[src/rtl/ram1_core_arbiter.sv]
// Round-robin arbiter sharing the single 1-bit ram1 port among NCORES cores,
// with per-core lock for read-modify-write and a bounded lock tenure.
module ram1_core_arbiter #(
  parameter int NCORES   = 4,
  parameter int ADDR_W   = 14,
  parameter int LOCK_MAX = 8
) (
  input  logic                     clk,
  input  logic                     reset,
  input  logic [NCORES-1:0]        req,
  input  logic [NCORES-1:0]        we,
  input  logic [NCORES*ADDR_W-1:0] addr,
  input  logic [NCORES-1:0]        wdata,
  input  logic [NCORES-1:0]        lock,
  input  logic                     mem_rdata,
  output logic [ADDR_W-1:0]        mem_addr,
  output logic                     mem_wdata,
  output logic                     mem_store,
  output logic [NCORES-1:0]        grant,
  output logic [NCORES-1:0]        rdata,
  output logic [NCORES-1:0]        rvalid,
  output logic                     lock_err
);

  localparam int PTR_W = $clog2(NCORES);
  localparam int CNT_W = $clog2(LOCK_MAX + 1);

  typedef enum logic {ARB, LOCKED} state_t;

  state_t           state;
  logic [PTR_W-1:0] rr_ptr;
  logic [PTR_W-1:0] owner;
  logic [CNT_W-1:0] lock_cnt;

  logic              arb_en;
  logic              force_rel;
  logic              hold_owner;
  logic [NCORES-1:0] mask;
  logic [PTR_W:0]    pick_res;
  logic              win;
  logic [PTR_W-1:0]  win_idx;
  logic [PTR_W-1:0]  next_ptr;

  // Returns {found, index} of the first set bit of r at or above ptr, wrapping.
  // Scanning offsets high-to-low lets the smallest offset overwrite last.
  function automatic logic [PTR_W:0] pick(input logic [NCORES-1:0] r,
                                          input logic [PTR_W-1:0]  ptr);
    logic [PTR_W:0] res;
    int             idx;
    res = '0;
    for (int k = NCORES - 1; k >= 0; k--) begin
      idx = int'(ptr) + k;
      if (idx >= NCORES) idx = idx - NCORES;
      if (r[idx]) res = {1'b1, PTR_W'(idx)};
    end
    return res;
  endfunction

  always_comb begin
    arb_en     = 1'b0;
    force_rel  = 1'b0;
    hold_owner = 1'b0;
    mask       = req;
    if (state == ARB || !lock[owner]) begin
      arb_en = 1'b1;
    end else if (lock_cnt >= CNT_W'(LOCK_MAX)) begin
      // Tenure exhausted: release and keep the owner out of this edge's pick.
      arb_en    = 1'b1;
      force_rel = 1'b1;
      mask      = req & ~(NCORES'(1) << owner);
    end else begin
      hold_owner = req[owner];
    end
    pick_res = pick(mask, rr_ptr);
    win      = arb_en ? pick_res[PTR_W] : hold_owner;
    win_idx  = arb_en ? pick_res[PTR_W-1:0] : owner;
    next_ptr = (win_idx == PTR_W'(NCORES - 1)) ? '0 : win_idx + PTR_W'(1);
  end

  always_ff @(posedge clk or negedge reset) begin
    if (!reset) begin
      state     <= ARB;
      rr_ptr    <= '0;
      owner     <= '0;
      lock_cnt  <= '0;
      mem_addr  <= '0;
      mem_wdata <= 1'b0;
      mem_store <= 1'b0;
      grant     <= '0;
      rdata     <= '0;
      rvalid    <= '0;
      lock_err  <= 1'b0;
    end else begin
      // Stage 0: arbitration and issue to ram1
      lock_err <= force_rel;
      if (win) begin
        mem_addr  <= addr[int'(win_idx)*ADDR_W +: ADDR_W];
        mem_wdata <= wdata[win_idx];
        mem_store <= we[win_idx];
        grant     <= NCORES'(1) << win_idx;
        rr_ptr    <= next_ptr;
        if (arb_en) begin
          if (lock[win_idx]) begin
            state    <= LOCKED;
            owner    <= win_idx;
            lock_cnt <= CNT_W'(1);
          end else begin
            state    <= ARB;
            lock_cnt <= '0;
          end
        end else begin
          lock_cnt <= lock_cnt + CNT_W'(1);
        end
      end else begin
        grant     <= '0;
        mem_store <= 1'b0;
        if (arb_en) begin
          state    <= ARB;
          lock_cnt <= '0;
        end
      end

      // Stage 1: capture load data for the core granted last cycle
      rvalid <= mem_store ? '0 : grant;
      for (int i = 0; i < NCORES; i++) begin
        if (grant[i] && !mem_store) rdata[i] <= mem_rdata;
      end
    end
  end

endmodule

[config.mk]
export PLATFORM = sky130hd
export DESIGN_NAME = ram1_core_arbiter
export DESIGN_NICKNAME = d
export VERILOG_FILES = /design/src/rtl/ram1_core_arbiter.sv
export SDC_FILE = /design/constraint.sdc
export NUM_CORES = 1
export LEC_CHECK = 0
export ABC_AREA = 1
export CORE_UTILIZATION = 50
export CTS_BUF_LIST = sky130_fd_sc_hd__clkbuf_4 sky130_fd_sc_hd__clkbuf_8
export DETAILED_ROUTE_END_ITERATION = 10
export PLACE_DENSITY = 0.88
export SLEW_MARGIN = 30
export SYNTH_ARGS = -nofsm -noshare
export SYNTH_HDL_FRONTEND = slang
export SYNTH_SLANG_ARGS = --single-unit
[constraint.sdc]
create_clock -name clk -period 4.15 [get_ports clk]
set_input_delay 0.83 -clock clk [delete_from_list [all_inputs] [get_ports clk]]
set_output_delay 0.83 -clock clk [all_outputs]
set_load 0.02 [all_outputs]
* Word-level counts from Yosys, hierarchy flattened
Cells that the tools add are included.
** Storage, ports and cells
- Bits in registers :: 38
- Latch bits :: 0
- RAM bits :: 0
- Bits in read-only memories :: 0
- Input port bits :: 75
- Word-level logic and storage cells :: 102
- Memories kept :: 0
** Cells by class
- Add/sub/neg operators :: 9
- $mul :: 1
- Divide/modulo/power cells :: 0
- Order comparisons :: 11
- Eq/ne operators :: 1
- Shift-type cells :: 3
- Mux-type cells :: 51
- Bitwise operators :: 3
- Reduce and logical (&&, ||, !) cells :: 9
** Operator list (number)
- 32-bit by 4-bit less-than comparator with 1-bit output, second input constant :: 4
- 32-bit 2-to-1 mux :: 4
- 56-bit by 7-bit variable part select with 14-bit output :: 1
- 4-bit 2-to-1 mux :: 7
- 1-bit 2-to-1 mux :: 25
- 1-bit binary-select mux with 2-bit select :: 9
- 3-bit 2-to-1 mux :: 4
- 3-bit by 3-bit subtractor with 4-bit output, second input constant :: 3
- 3-bit >= comparator, second input constant :: 3
- 1-bit by 2-bit << shifter with 4-bit output, first input constant :: 2
- 2-bit by 2-bit adder with 3-bit output, second input constant :: 2
- 2-bit by 3-bit less-than comparator with 1-bit output, second input constant :: 2
- 2-bit by 3-bit multiplier with 5-bit output, second input constant :: 1
- 4-bit by 1-bit adder with 4-bit output, second input constant :: 1
- 4-bit bitwise AND :: 1
- 4-bit >= comparator, second input constant :: 1
- 1-bit logical AND :: 4
- 2-bit 2-to-1 mux :: 2
- 4-bit NOT :: 1
- 2-bit by 3-bit subtractor with 4-bit output, second input constant :: 1
- 2-bit by 1-bit adder with 3-bit output, second input constant :: 1
- 2-bit by 3-bit >= comparator with 1-bit output, second input constant :: 1
- 3-bit AND reduction :: 1
- 2-bit by 1-bit adder with 2-bit output, second input constant :: 1
- 5 further kinds :: 6

* Depth between registers and ports, before layout
- Word-level depth :: 18
- Depth in mapped cells :: 23

* Worst setup path before layout
No wires, ideal clock.
- Kind :: input-to-reg
- Start point :: in lock[3]
- End point :: reg rr_ptr[1]
- Setup time :: 126 ps
- Arrival :: 2369 ps
- Data required time :: 4024 ps
- Path slack :: 1655 ps
- Cell stages on the path :: 18
- Path buffers :: 1
- Cell sequence :: nand2_1 -> nand2_2 -> nand2_2 -> nand2_4 -> nand3_2 -> nand2_2 -> o21ai_2 -> nand2_1 -> nand2_2 -> nand2_4 -> nand2_2 -> nand2_1 -> nand3_2 -> nand2_4 -> buf_8 -> ha_1 -> nand2_1 -> o21ai_0
** On the way
- Cells in the longest elaborated chain, start to end :: 15
** RTL lines
- start, declared :: line 14 : input logic [NCORES-1:0] lock,
- 1-bit binary-select mux with 2-bit select * :: line 64 : if (state == ARB || !lock[owner]) begin
- 1-bit 2-to-1 mux (implied by the code) * :: line 64
- 1-bit logical NOT * :: line 64
- 1-bit logical OR * :: line 64
- 4-bit 2-to-1 mux :: line 64
- 1-bit binary-select mux with 2-bit select :: line 54 : if (r[idx]) res = {1'b1, PTR_W'(idx)};
- 1-bit 2-to-1 mux (implied by the code) (2 in a row) :: line 54
- 3-bit 2-to-1 mux (4 in a row) :: line 54
- 2-bit 2-to-1 mux * :: line 76 : win_idx = arb_en ? pick_res[PTR_W-1:0] : owner;
- named net win_idx[0] :: line 41 : logic [PTR_W-1:0] win_idx;
- 2-bit by 1-bit adder with 2-bit output / 2-bit equality test (equally long branches) :: line 77 : next_ptr = (win_idx == PTR_W'(NCORES - 1)) ? '0 : win_idx + PTR_W'(1);
- 2-bit 2-to-1 mux * :: line 77
- named net next_ptr[1] :: line 42 : logic [PTR_W-1:0] next_ptr;
- end signal, assigned :: line 101 : rr_ptr <= next_ptr;
- end, declared :: line 31 : logic [PTR_W-1:0] rr_ptr;
The timed path passes the listed nets; every way through them passes the cells marked *. The select of a mux whose other input is x is not followed.
A chain may end at the register's enable or synchronous reset.

* Final worst setup path
- Start point :: in lock[3]
- End point :: reg owner[0]
** On the way
- Cells in the longest elaborated chain, start to end :: 16
** RTL lines
- 1-bit binary-select mux with 2-bit select :: line 64
- 1-bit 2-to-1 mux (implied by the code) :: line 64
- 1-bit logical NOT :: line 64
- 1-bit logical OR :: line 64
- 4-bit 2-to-1 mux :: line 64
- 1-bit binary-select mux with 2-bit select :: line 54
- 1-bit 2-to-1 mux (implied by the code) (2 in a row) :: line 54
- 3-bit 2-to-1 mux (4 in a row) :: line 54
- 2-bit 2-to-1 mux :: line 76
- 1-bit binary-select mux with 2-bit select :: line 103 : if (lock[win_idx]) begin
- 1-bit 2-to-1 mux (implied by the code) :: line 103
- 3-bit AND reduction (no line)
- end signal, assigned :: line 105 : owner <= win_idx;
- end, declared :: line 32 : logic [PTR_W-1:0] owner;
Several ways; a longest one is shown, not always the timed one. The select of a mux whose other input is x is not followed.

==> flow_summary.ini <==
[run_status]
outcome = completed

[yosys]
synth.largest_area_cell = dfrtp_1
synth_top_area_frac = 0.3297
avgSynthCellArea_um2 = 6.691
synth_nets = 512
ys_types = 33
syn_inst = 431
ys_top_cells_by_area = dfrtp_1 (33%), nand2_1 (19%), inv_1 (11%), nand3_1 (9.7%), nand2_2 (6.7%)
seq_area_frac_synth = 0.3297
ys_ff_latch = 38
ys_warn_count = 0
synth_area_um2 = 2884

[power_and_ir_drop]
power_density_nw_per_um2 = 879.5
p_leak_nw = 2.167
power_w = 0.003528
vdd_drop_max_mv = 0.4122

[worst_setup_path]
reg2regPathDepth = 14
cp.buffers_inverters = 3
cp_slowest_stage_delay_ps = 500
timing.rr.end = owner[0]$_DFFE_PN0P_
rrSetupSlack_ps = 1450
crit_fanout = 20
path_common_cell = nand2_1
crit_slowest_cell = clkdlybuf4s50_1
path_cells = clkdlybuf4s50_1, nand2_1, nand2_2, nand2_2, nand2_4, nand2_1, nor2_4, inv_1, nand4_1, nand2_1, inv_2, nand3_1, nand3_1, nand2_1, nand2_1
path_class = in2reg
reg2reg_from = owner[0]$_DFFE_PN0P_
cp.required_ps = 4390
path_delay_family = simple AND/OR/NAND/NOR gates
arrival_ps = 3340
endpoint_kind = register
critPathLaunchType = input pin

[timing]
finalSetupTns_ps = 0
tightest_slew_ps = 825.7
setup_viol = 0
fin_ws_ps = 1049
hold_viol = 0
relSlewSlack = 0.4495
min_period_ps = 3101
fmax_mhz = 322.5
post-route-period-util = 0.7471
rsz0062_at_grt = false
skew_ps = 5.317
slew_viol_final = 0

[min_path]
min_from = mem_wdata$_DFFE_PN0P_
hold_depth = 2
hp-class = reg2reg
min_to = mem_wdata$_DFFE_PN0P_

[final_layout]
antenna_cells = 0
fin_area_um2 = 4011
mostFrequentLayoutCells = nand2_1 (148), clkdlybuf4s50_1 (102), inv_1 (86)
area_growth_pct = 39.09
drive_gt1_frac = 0.1250
mostFrequentLayoutCell = nand2_1
finalNetCount = 608

[global_route]
grtUsageTotal = 0.2516
grt_max_degree = 39
antenna_found_initial = 0
grt_pass1_wl_um = 12210
overflow = 0
grt_pass1_vias = 2868

[floorplanning]
num_io_pins = 104
die_h_um = 77.95
start_util = 0.5206
core_area_um2 = 5540
fp-row-count = 27
die_area_um2 = 6075
die_x_um = 77.95

[route]
drt-total-wl_um = 6917
drt_iter0_drc = 163
routedWlPerCell_um = 11.53
drc_errors = 0
vias_per_cell = 4.842
drtAntennaViolNets = 0
vias = 2905
first_pass_iters = 4

[placement]
dp_hpwl_um = 5215
port_buffers = 103
postPlaceCellArea_um2 = 3869
place_ws_ps = 769.6
routabilityCongestion = 0.8135

[flow_run]
drv_cap = 0

[clock_tree]
clkTransAtPathRegs_ps = 80
root_buffer = clkbuf_8
cts_max_level = 2
clock_sinks = 38
cts-buffers-inserted = 5
cts_tree = done
cts_setup_buffers = 0
post_cts_resize_count = 0
clock_latency_ps = 290
clock_tree.buffer_depth = 2
hold_buffers = 0
cell usage after synthesis, drive strengths merged:
master	n
nor3	4
nand3b	1
nor2	8
xor2	1
dfrtp	38
clkbuf	1
o211ai	1
clkinv	1
o31ai	1
nand2	183
a21oi	2
nand3	66
nand4	2
ha	6
a31oi	1
nor4	1
inv	91
buf	15
o21ai	8
report_power, final:
group | switching [W] | internal, W | total (W)
Sequential | 0.000136 | 0.000550 | 0.000687
Clock | 0.000135 | 0.000256 | 0.000391
Combinational | 0.00156 | 0.000886 | 0.00245
per-layer routing:
layer / track usage / share of wire / wire [um] / up-vias
met3: 0.06941 / 0.072 / 496 / 15
met5: 0 / 0 / 0 / -
met4: 0.08519 / 0.021 / 142 / 0
met2: 0.4673 / 0.53 / 3644 / 100
met1: 0.2728 / 0.38 / 2635 / 1310
li1: - / - / - / 1480
per-stage QoR:
stage | std cells | util | hold slack [ps]
floorplan | 431 | - | 489.3
global placement | 592 | 0.6983 | 461.6
detailed placement | 592 | 0.6983 | 464.9
CTS | 600 | 0.7240 | 485.0
global route | 600 | 0.7240 | 513.7
finish | 600 | 0.7240 | 481.2
state kept, by name (all words and copies together), names as in the netlist, 2 cells and up:
| register | cells |
|---|---|
| owner | 2 |
| rr_ptr | 2 |
| mem_addr | 14 |
| rdata | 4 |
| rvalid | 4 |
| grant | 4 |
| lock_cnt | 4 |
logic make-up (layout without fill, tap and decap cells):
family                     count (synthesis)  after routing  synth area share
adders and majority gates                  6              6           0.02603
xor gates and xnor gates                   1              1          0.003037
AOI/OAI and AO/OA                         13             13           0.02907
buffers and inverters                    108            205            0.1722
and+or+nand+nor                          265            265            0.4399
DFF                                       38             38            0.3297
area by class of cell:
type,instances,area [um^2]
Clock inverter,2,60.06
Inverter,92,350.3
Clock buffer,6,82.58
Timing Repair Buffer,105,1041
Multi-Input combinational cell,285,1436
Fill cell,440,1529
Tap cell,72,90.09
Sequential cell,38,950.9
worst reg2reg max path, stage by stage, from the launching register on:
cell and delay, ps:
dfrtp_1 590, nand2_1 120, nand2_2 80, nand2_2 60
nand2_4 110, nand2_1 100, nor2_4 210, inv_1 190
nand4_1 140, nand2_1 230, inv_2 400, nand3_1 130
nand3_1 140, nand2_1 80, nand2_1 70
worst max path at each step:
stage | to | slack (ps) | cells past startpoint | startpoint
3_5_place_dp | rr_ptr[1]$_DFFE_PN0P_ | 770 | 18 | lock[1]
5_1_grt | owner[0]$_DFFE_PN0P_ | 760 | 15 | lock[1]
3_3_place_gp | rr_ptr[1]$_DFFE_PN0P_ | 820 | 18 | lock[3]
4_1_cts | rr_ptr[1]$_DFFE_PN0P_ | 1060 | 18 | lock[1]
6_report | owner[0]$_DFFE_PN0P_ | 1050 | 15 | lock[3]
2_1_floorplan | rr_ptr[1]$_DFFE_PN0P_ | 1650 | 18 | lock[3]
Power figures use the tool's default switching activity.
